**src/rtl/gray_counter_param.sv**
```systemverilog
// rtl/gray_counter_param.sv - parametrised Gray-code counter with load, direction, terminal count and wrap pulse
module gray_counter_param #(
    parameter int WIDTH    = 4,
    parameter bit SATURATE = 1'b0
) (
    input  logic             clk,
    input  logic             rst,
    input  logic             en,
    input  logic             up_dn,
    input  logic             load,
    input  logic [WIDTH-1:0] load_gray,
    output logic [WIDTH-1:0] gray,
    output logic [WIDTH-1:0] bin,
    output logic             tc,
    output logic             wrap
);

    localparam logic [WIDTH-1:0] ALL_ONES = {WIDTH{1'b1}};
    localparam logic [WIDTH-1:0] ALL_ZERO = {WIDTH{1'b0}};
    localparam logic [WIDTH-1:0] ONE      = {{(WIDTH-1){1'b0}}, 1'b1};

    logic [WIDTH-1:0] b_q;
    logic [WIDTH-1:0] gray_q;
    logic             wrap_q;
    logic [WIDTH-1:0] b_next;
    logic [WIDTH-1:0] load_bin;
    logic             wrap_next;

    // Each binary bit is the XOR of all Gray bits at or above it.
    always_comb begin
        load_bin = ALL_ZERO;
        for (int i = 0; i < WIDTH; i++) begin
            load_bin[i] = ^(load_gray >> i);
        end
    end

    assign tc = up_dn ? (b_q == ALL_ONES) : (b_q == ALL_ZERO);

    always_comb begin
        b_next    = b_q;
        wrap_next = 1'b0;
        if (load) begin
            b_next = load_bin;
        end else if (en) begin
            if (!(SATURATE && tc)) begin
                b_next    = up_dn ? (b_q + ONE) : (b_q - ONE);
                wrap_next = tc;
            end
        end
    end

    always_ff @(posedge clk) begin
        if (rst) begin
            b_q    <= ALL_ZERO;
            gray_q <= ALL_ZERO;
            wrap_q <= 1'b0;
        end else begin
            b_q    <= b_next;
            gray_q <= b_next ^ (b_next >> 1);
            wrap_q <= wrap_next;
        end
    end

    assign gray = gray_q;
    assign bin  = b_q;
    assign wrap = wrap_q;

endmodule
```
**config.mk**
```make
export PLATFORM = sky130hd
export DESIGN_NAME = gray_counter_param
export DESIGN_NICKNAME = d
export VERILOG_FILES = /design/src/rtl/gray_counter_param.sv
export SDC_FILE = /design/constraint.sdc
export NUM_CORES = 1
export LEC_CHECK = 0
export CAP_MARGIN = 20
export CORE_AREA = 4 4 41 43
export CTS_CLUSTER_SIZE = 14
export DETAILED_ROUTE_END_ITERATION = 6
export DIE_AREA = 0 0 45 47
export DONT_BUFFER_PORTS = 1
export GPL_TIMING_DRIVEN = 0
export PLACE_DENSITY = 0.64
export SYNTH_ARGS = -nofsm -noshare
export SYNTH_HDL_FRONTEND = slang
export SYNTH_SLANG_ARGS = --single-unit
```
**constraint.sdc**
```tcl
create_clock -name clk -period 2.2 [get_ports clk]
set_input_delay 0.22 -clock clk [delete_from_list [all_inputs] [get_ports clk]]
set_output_delay 0.22 -clock clk [all_outputs]
set_load 0.1 [all_outputs]
```
==> summary.txt, run 1 <==
Outcome
  • Status: completed

Route
  • Vias per cell: 5.55
  • Vias: 444
  • Wire per inst: 14.7 um
  • DR pass1 iterations: 4
  • Met2 WL: 547 um
  • Final WL: 1.17 mm
  • Antenna-violating nets left: 0
  • Met1 wire length: 509 um
  • Met3 WL: 116 um
  • Max Used Layer: met3
  • DRC Markers: 0
  • DR iter-0 viols: 7

Worst setup path
  • Critical Path Fanout Max: 5
  • R2R setup slack: 90 ps
  • Reg2Reg Depth: 6
  • Worst Path Required: 1980 ps
  • CP Class: reg2out
  • CP peak stage delay: 620 ps
  • R2r startpoint: bin[0]
  • Worst path slowest cell: o21ai_4
  • CP arrival: 1940 ps
  • Crit-path cells: or4_1 > o21ai_4
  • Startpoint Class: flop
  • Setup crit end kind: primary output
  • R2R Path End: gray[2]

Yosys
  • Largest area contributor in the netlist: dfxtp_1
  • Largest family of logic cells by synthesized area: simple AND/OR/NAND/NOR gates
  • Yosys warns: 0
  • Compound-cell area share of the yosys netlist: 0.193
  • Post-synthesis cell area: 551 um^2
  • Synth unique cells: 32
  • Simple logic cell fraction of the synthesized area: 0.220
  • EDFF count, synth: 0
  • Leading cell types by count after synthesis: dfxtp_1, inv_1, xnor2_1
  • Area contributors post-synth: dfxtp_1, xnor2_1, xor2_1
  • Syn Inst Count: 60
  • #FFs+latches synth: 8
  • Post-synthesis adder-cell area fraction: 0.0818
  • Post-synth top flop: dfxtp_1
  • Post-synthesis average cell area: 9.18 um^2
  • Async S/R FF share, synth: 0
  • Post-Synth XOR/XNOR Area: 0.111
  • Syn nets: 72
  • Most frequent cell after synthesis: dfxtp_1
  • Sequential area share after synthesis: 0.291
  • Synth top area share: 0.291
  • Mux contribution to synthesized area: 0.0409

Timing
  • Final hold vios: 0
  • Relative slew slack: 0.372
  • RSZ-0062 raised after global routing: false
  • Setup violators final: 0
  • Sum of negative setup slack: 0 ps
  • Setup Skew: 6.20 ps
  • Min Tclk post-route: 2160 ps
  • Period utilisation layout: 0.980
  • Worst-Margin Slew: 941 ps
  • Slew Viols, Final: 0
  • Max Freq: 464 MHz

GRT
  • First-pass GRT wire length: 1.94 mm
  • Largest net degree at the start of global routing: 11
  • Total GRT Usage: 0.129
  • Vias in the first global route: 458
  • Initial antenna violation count: 0
  • Grt total ovfl: 0

Clocking
  • CTS Buf Count: 3
  • TritonCTS clock tree: done
  • Postcts setup bufs: 0
  • H-Tree Depth: 1
  • Clk root buf: clkbuf_4
  • Later-pin clock latency in the skew report: 260 ps
  • Maximum clock path buffer count: 2
  • CTS sink count: 8
  • # hold bufs at CTS: 0
  • Clock transition at the registers of the reported paths: 60 ps

Power
  • Logic pwr share: 0.287
  • Int Pwr: 304 uW
  • Part of the power in registers: 0.502
  • P_sw: 276 uW
  • VDD IR max: 0.558 mV
  • Lkg Pwr: 0.000290 uW
  • Net Sw Frac: 0.476
  • Clock power share: 0.211
  • P per Cell Area: 897 nW/um^2

Layout
  • Final core occ: 0.496
  • Layout Nets: 78
  • Area Overhead vs Synth: 17.3%
  • Share of cells above drive strength 1: 0.215
  • Ant diodes: 0

Floorplanning
  • Die area: 2120 um^2
  • Initial Util: 0.423
  • Die height: 47 um
  • Io pins: 19
  • Core ar.: 1300 um^2
  • Std cell rows: 13
  • Die X: 45 um

Place
  • Placer congestion estimate: 0.665
  • PortBufs: 0
  • Hpwl dp: 922 um

Flow run
  • Max-Cap Viols: 0

Worst hold path
  • HP Class: in2reg
  • Hold depth: 1
  • HP Start: rst
  • Worst hold endpoint: bin[1]
==> worst max-delay path, delay by kind of cell (launching register included) <==
family / cells / cell delay, ps
flops: 1 / 450
compound gates: 1 / 620
simple gates: 1 / 610
==> cells by family (layout without fill, tap and decap cells) <==
| logic type | after synthesis | after routing |
|---|---|---|
| buf+inv | 7 | 12 |
| compound gates | 14 | 14 |
| mux | 2 | 2 |
| simple gates | 19 | 19 |
| fa+ha+maj | 3 | 3 |
| flops | 8 | 8 |
| xor+xnor | 7 | 7 |
==> worst max-delay path by stage <==
stage                      start  endpoint  slack [ps]  cells after the start
final                     bin[2]        tc          40                      2
after global routing      bin[2]        tc         0.7                      2
after global placement    bin[1]   gray[2]         -80                      6
after detailed placement  bin[1]   gray[2]         -90                      6
after CTS                 bin[2]        tc          30                      2
after floorplan           bin[1]   gray[2]          20                      6
==> state kept, by name, indices dropped and copies added (netlist names) <==
register	count
bin	4
gray	3
wrap	1
==> cell type report <==
type,instances,area (um^2)
Sequential cell,8,171
Fill cell,138,656
Tap cell,15,18.8
Buffer,3,18.8
Inverter,4,15.0
Multi-Input combinational cell,45,368
Timing Repair Buffer,1,27.5
Clock buffer,4,26.3
==> power groups by stage <==
stage | sequential [uW] | clock, uW | combinational (uW)
after floorplan | 299 | 0 | 129
after CTS | 291 | 128 | 168
final | 291 | 122 | 166
after global placement | 305 | 0 | 143
after global routing | 294 | 135 | 182
after detailed placement | 294 | 0 | 168
==> per-layer routing <==
layer / up-vias / GRT usage
met1: 202 / 0.159
li1: 226 / -
met2: 16 / 0.203
met3: 0 / 0.0728
met4: 0 / 0.0175
met5: - / 0
==> metrics by stage <==
step | hold slack, ps | std cells | power (uW) | setup WS (ps) | area, um^2
after floorplan | 283 | 60 | 428 | 18.0 | 568
after global placement | 290 | 75 | 447 | -81.8 | 587
after detailed placement | 286 | 76 | 462 | -88.1 | 614
after CTS | 5.67 | 80 | 588 | 26.1 | 646
after global routing | 6.01 | 80 | 612 | 0.678 | 646
final | 16.9 | 80 | 579 | 43.5 | 646
==> cells in the final DEF (no fill, tap or decap) <==
| master | n |
|---|---|
| xor2_1 | 3 |
| a22oi_1 | 1 |
| dfxtp_4 | 3 |
| o2bb2ai_1 | 1 |
| mux2_1 | 1 |
| xnor2_1 | 4 |
| a21oi_1 | 2 |
| clkbuf_4 | 3 |
| nand3_2 | 1 |
| nor3b_1 | 1 |
| buf_16 | 1 |
| a211oi_1 | 2 |
| inv_1 | 2 |
| mux2_2 | 1 |
| buf_4 | 2 |
| o211a_1 | 2 |
| nand3b_1 | 1 |
| nand2b_1 | 2 |
| clkbuf_1 | 2 |
| or4_1 | 1 |
| nor2_1 | 3 |
| a31oi_1 | 1 |
| a21o_1 | 2 |
| ha_1 | 2 |
| nand2_1 | 1 |
| and3_1 | 3 |
| nor2b_1 | 2 |
| a221o_1 | 1 |
| nand3_1 | 2 |
| dfxtp_1 | 5 |
| inv_2 | 2 |
| or4b_1 | 1 |
| fa_1 | 1 |
| a211o_1 | 1 |
| nor4bb_1 | 1 |
| o21ai_4 | 1 |
==> timing repair <==
item | 4_1_cts | 5_1_grt
pin swaps | 1 | 0
gates resized for setup | 2 | 2
setup endpoints to repair | 2 | 1
hold endpoints to repair | 0 | 0
Power figures use the tool's default switching activity.
==> run 2: changes to the inputs <==
- CORE_AREA: 4 4 41 43 -> not set
- CORE_MARGIN: not set -> 4
- CORE_UTILIZATION: not set -> 38
- DIE_AREA: 0 0 45 47 -> not set
- PLACE_DENSITY: 0.64 -> 0.6
==> run 2 against run 1 <==
Non-clock buffer count grew 2. Die area up 0.31%. Clock-buffer cell count unchanged. Critical path type unchanged. Routed wire length grew 2.9%. Largest power group unchanged.
==> summary.txt, run 2 (synthesized netlist as in run 1, its figures left out) <==
Route
  • DR iter-0 viols: 1 (-6)
  • DR pass1 iterations: 4 (unchanged)
  • Vias per cell: 5.60 (+0.86%)
  • Vias: 459 (+3.4%)
  • DRC Markers: 0 (unchanged)
  • Final WL: 1.21 mm (+2.9%)
  • Wire per inst: 14.7 um (+0.39%)
  • Antenna-violating nets left: 0 (unchanged)

Worst setup path
  • Startpoint Class: flop
  • Setup crit end kind: primary output
  • Setup crit start: bin[2]
  • Worst Path Required: 1980 ps (about the same)
  • R2r startpoint: bin[1]
  • CP Class: reg2out
  • CP arrival: 1930 ps (about the same)
  • Critical Path Fanout Max: 5 (unchanged)

Floorplanning
  • Die X: 46.1 um (+2.4%)
  • Die height: 46.1 um (-2.0%)
  • Initial Util: 0.413 (-0.0103)
  • Io pins: 19 (unchanged)
  • Std cell rows: 13 (unchanged)
  • Core ar.: 1330 um^2 (+2.5%)
  • Die area: 2120 um^2 (+0.31%)

Power
  • Int Pwr: 306 uW (+0.66%)
  • Part of the power in registers: 0.496 (-0.006)
  • VDD IR max: 0.408 mV (-27%)
  • P_sw: 276 uW (about the same)
  • Lkg Pwr: 0.000296 uW (+2.0%)
  • P per Cell Area: 882 nW/um^2 (-1.7%)
  • Logic pwr share: 0.293 (+0.006)
  • Clock power share: 0.211 (about the same)
  • Net Sw Frac: 0.474 (-0.00151)

GRT
  • Total GRT Usage: 0.133 (+0.00349)
  • Largest net degree at the start of global routing: 11 (unchanged)
  • Vias in the first global route: 478 (+4.4%)
  • Grt total ovfl: 0 (unchanged)
  • First-pass GRT wire length: 1.95 mm (+0.72%)
  • Initial antenna violation count: 0 (unchanged)

Layout
  • Fillers: 139 (+0.72%)
  • Layout Nets: 80 (+2.6%)
  • Commonest non-fill, non-tap cell in the layout: dfxtp_1
  • Final Non-Filler Cells: 82 (+2.5%)
  • Register area: 171 um^2 (unchanged)
  • Final core occ: 0.494 (-0.00178)
  • Multi-input combinational cell area: 368 um^2 (unchanged)
  • Most frequent cells in the layout: dfxtp_1, xnor2_1
  • Area Overhead vs Synth: 19.8%
  • Share of cells above drive strength 1: 0.194 (-0.0214)
  • Max reg flops: 4 (unchanged)
  • Ant diodes: 0 (unchanged)

Timing
  • Relative slew slack: 0.376 (+0.00437)
  • Min Tclk post-route: 2150 ps (-8.46 ps)
  • Period utilisation layout: 0.976 (-0.00384)
  • Max Freq: 466 MHz (+0.39%)
  • Worst-Margin Slew: 934 ps (-6.54 ps)
  • Setup Skew: 6.14 ps (-0.0563 ps)
  • Setup violators final: 0 (unchanged)
  • Final hold vios: 0 (unchanged)
  • RSZ-0062 raised after global routing: false
  • Slew Viols, Final: 0 (unchanged)
  • Hold_ws: 15.0 ps (-1.92 ps)
  • Sum of negative setup slack: 0 ps (unchanged)

Flow run
  • Max-Cap Viols: 0 (unchanged)

Clocking
  • TritonCTS clock tree: done
  • CTS Buf Count: 3 (unchanged)
  • Clk root buf: clkbuf_4
  • Later-pin clock latency in the skew report: 260 ps (about the same)
  • Postcts setup bufs: 0 (unchanged)
  • H-Tree Depth: 1 (unchanged)
  • Maximum clock path buffer count: 2 (unchanged)
  • Clock transition at the registers of the reported paths: 60 ps (about the same)
  • CTS sink count: 8 (unchanged)

Place
  • Post-Place Cells: 77 (+1.3%)
  • Hpwl dp: 953 um (+3.4%)
  • Placer congestion estimate: 0.677 (+1.8%)
  • PortBufs: 0 (unchanged)

Worst hold path
  • HP Class: in2reg
  • HP Start: rst

Outcome
  • Status: completed
run 2: final cells by class:
cell class	count	share of cell area
Buffer	3	0.0285
Clock buffer	4	0.0398
Inverter	4	0.0228
Multi-Input combinational cell	45	0.558
Sequential cell	8	0.260
Tap cell	15	0.0285
Timing Repair Buffer	3	0.0626
run 2: repair_timing:
action | CTS | global route
hold buffers | 0 | 1
endpoints found under the hold margin | 0 | 1
resized for setup | 2 | 1
setup endpoints to repair | 2 | 1
gates cloned | 0 | 0
pin swaps | 1 | 0
run 2: critical path: stages, from the launching register on:
cell and delay (ps):
dfxtp_4 450, or4_1 600, o21ai_4 620
run 2: stage by stage:
step / power [uW] / area, um^2 / setup slack (ps)
after floorplan: 428 / 568 / 18.0
after global placement: 447 / 587 / -55.7
after detailed placement: 461 / 618 / -87.3
after CTS: 587 / 649 / 33.1
after global routing: 615 / 659 / 0.338
final: 582 / 659 / 52.0
run 2: routing by layer:
metal,GRT usage,share of wire,vias up
met5,0,0,-
met4,0.0341,0,0
met3,0.0898,0.096,0
met2,0.201,0.47,14
met1,0.153,0.43,214
li1,-,-,231
run 2: worst paths after layout:
kind,cells past startpoint,slack [ps],endpoint
min,1,20,bin[0]
min reg2reg,2,840,bin[3]
max reg2reg,6,100,gray[2]
max,2,50,tc
run 2: power by group through the flow:
stage                     combinational [uW]  clock [uW]  sequential (uW)
after floorplan                          129           0              299
after global placement                   143           0              304
after detailed placement                 169           0              292
after CTS                                170         128              289
after global routing                     185         138              291
final                                    170         123              289
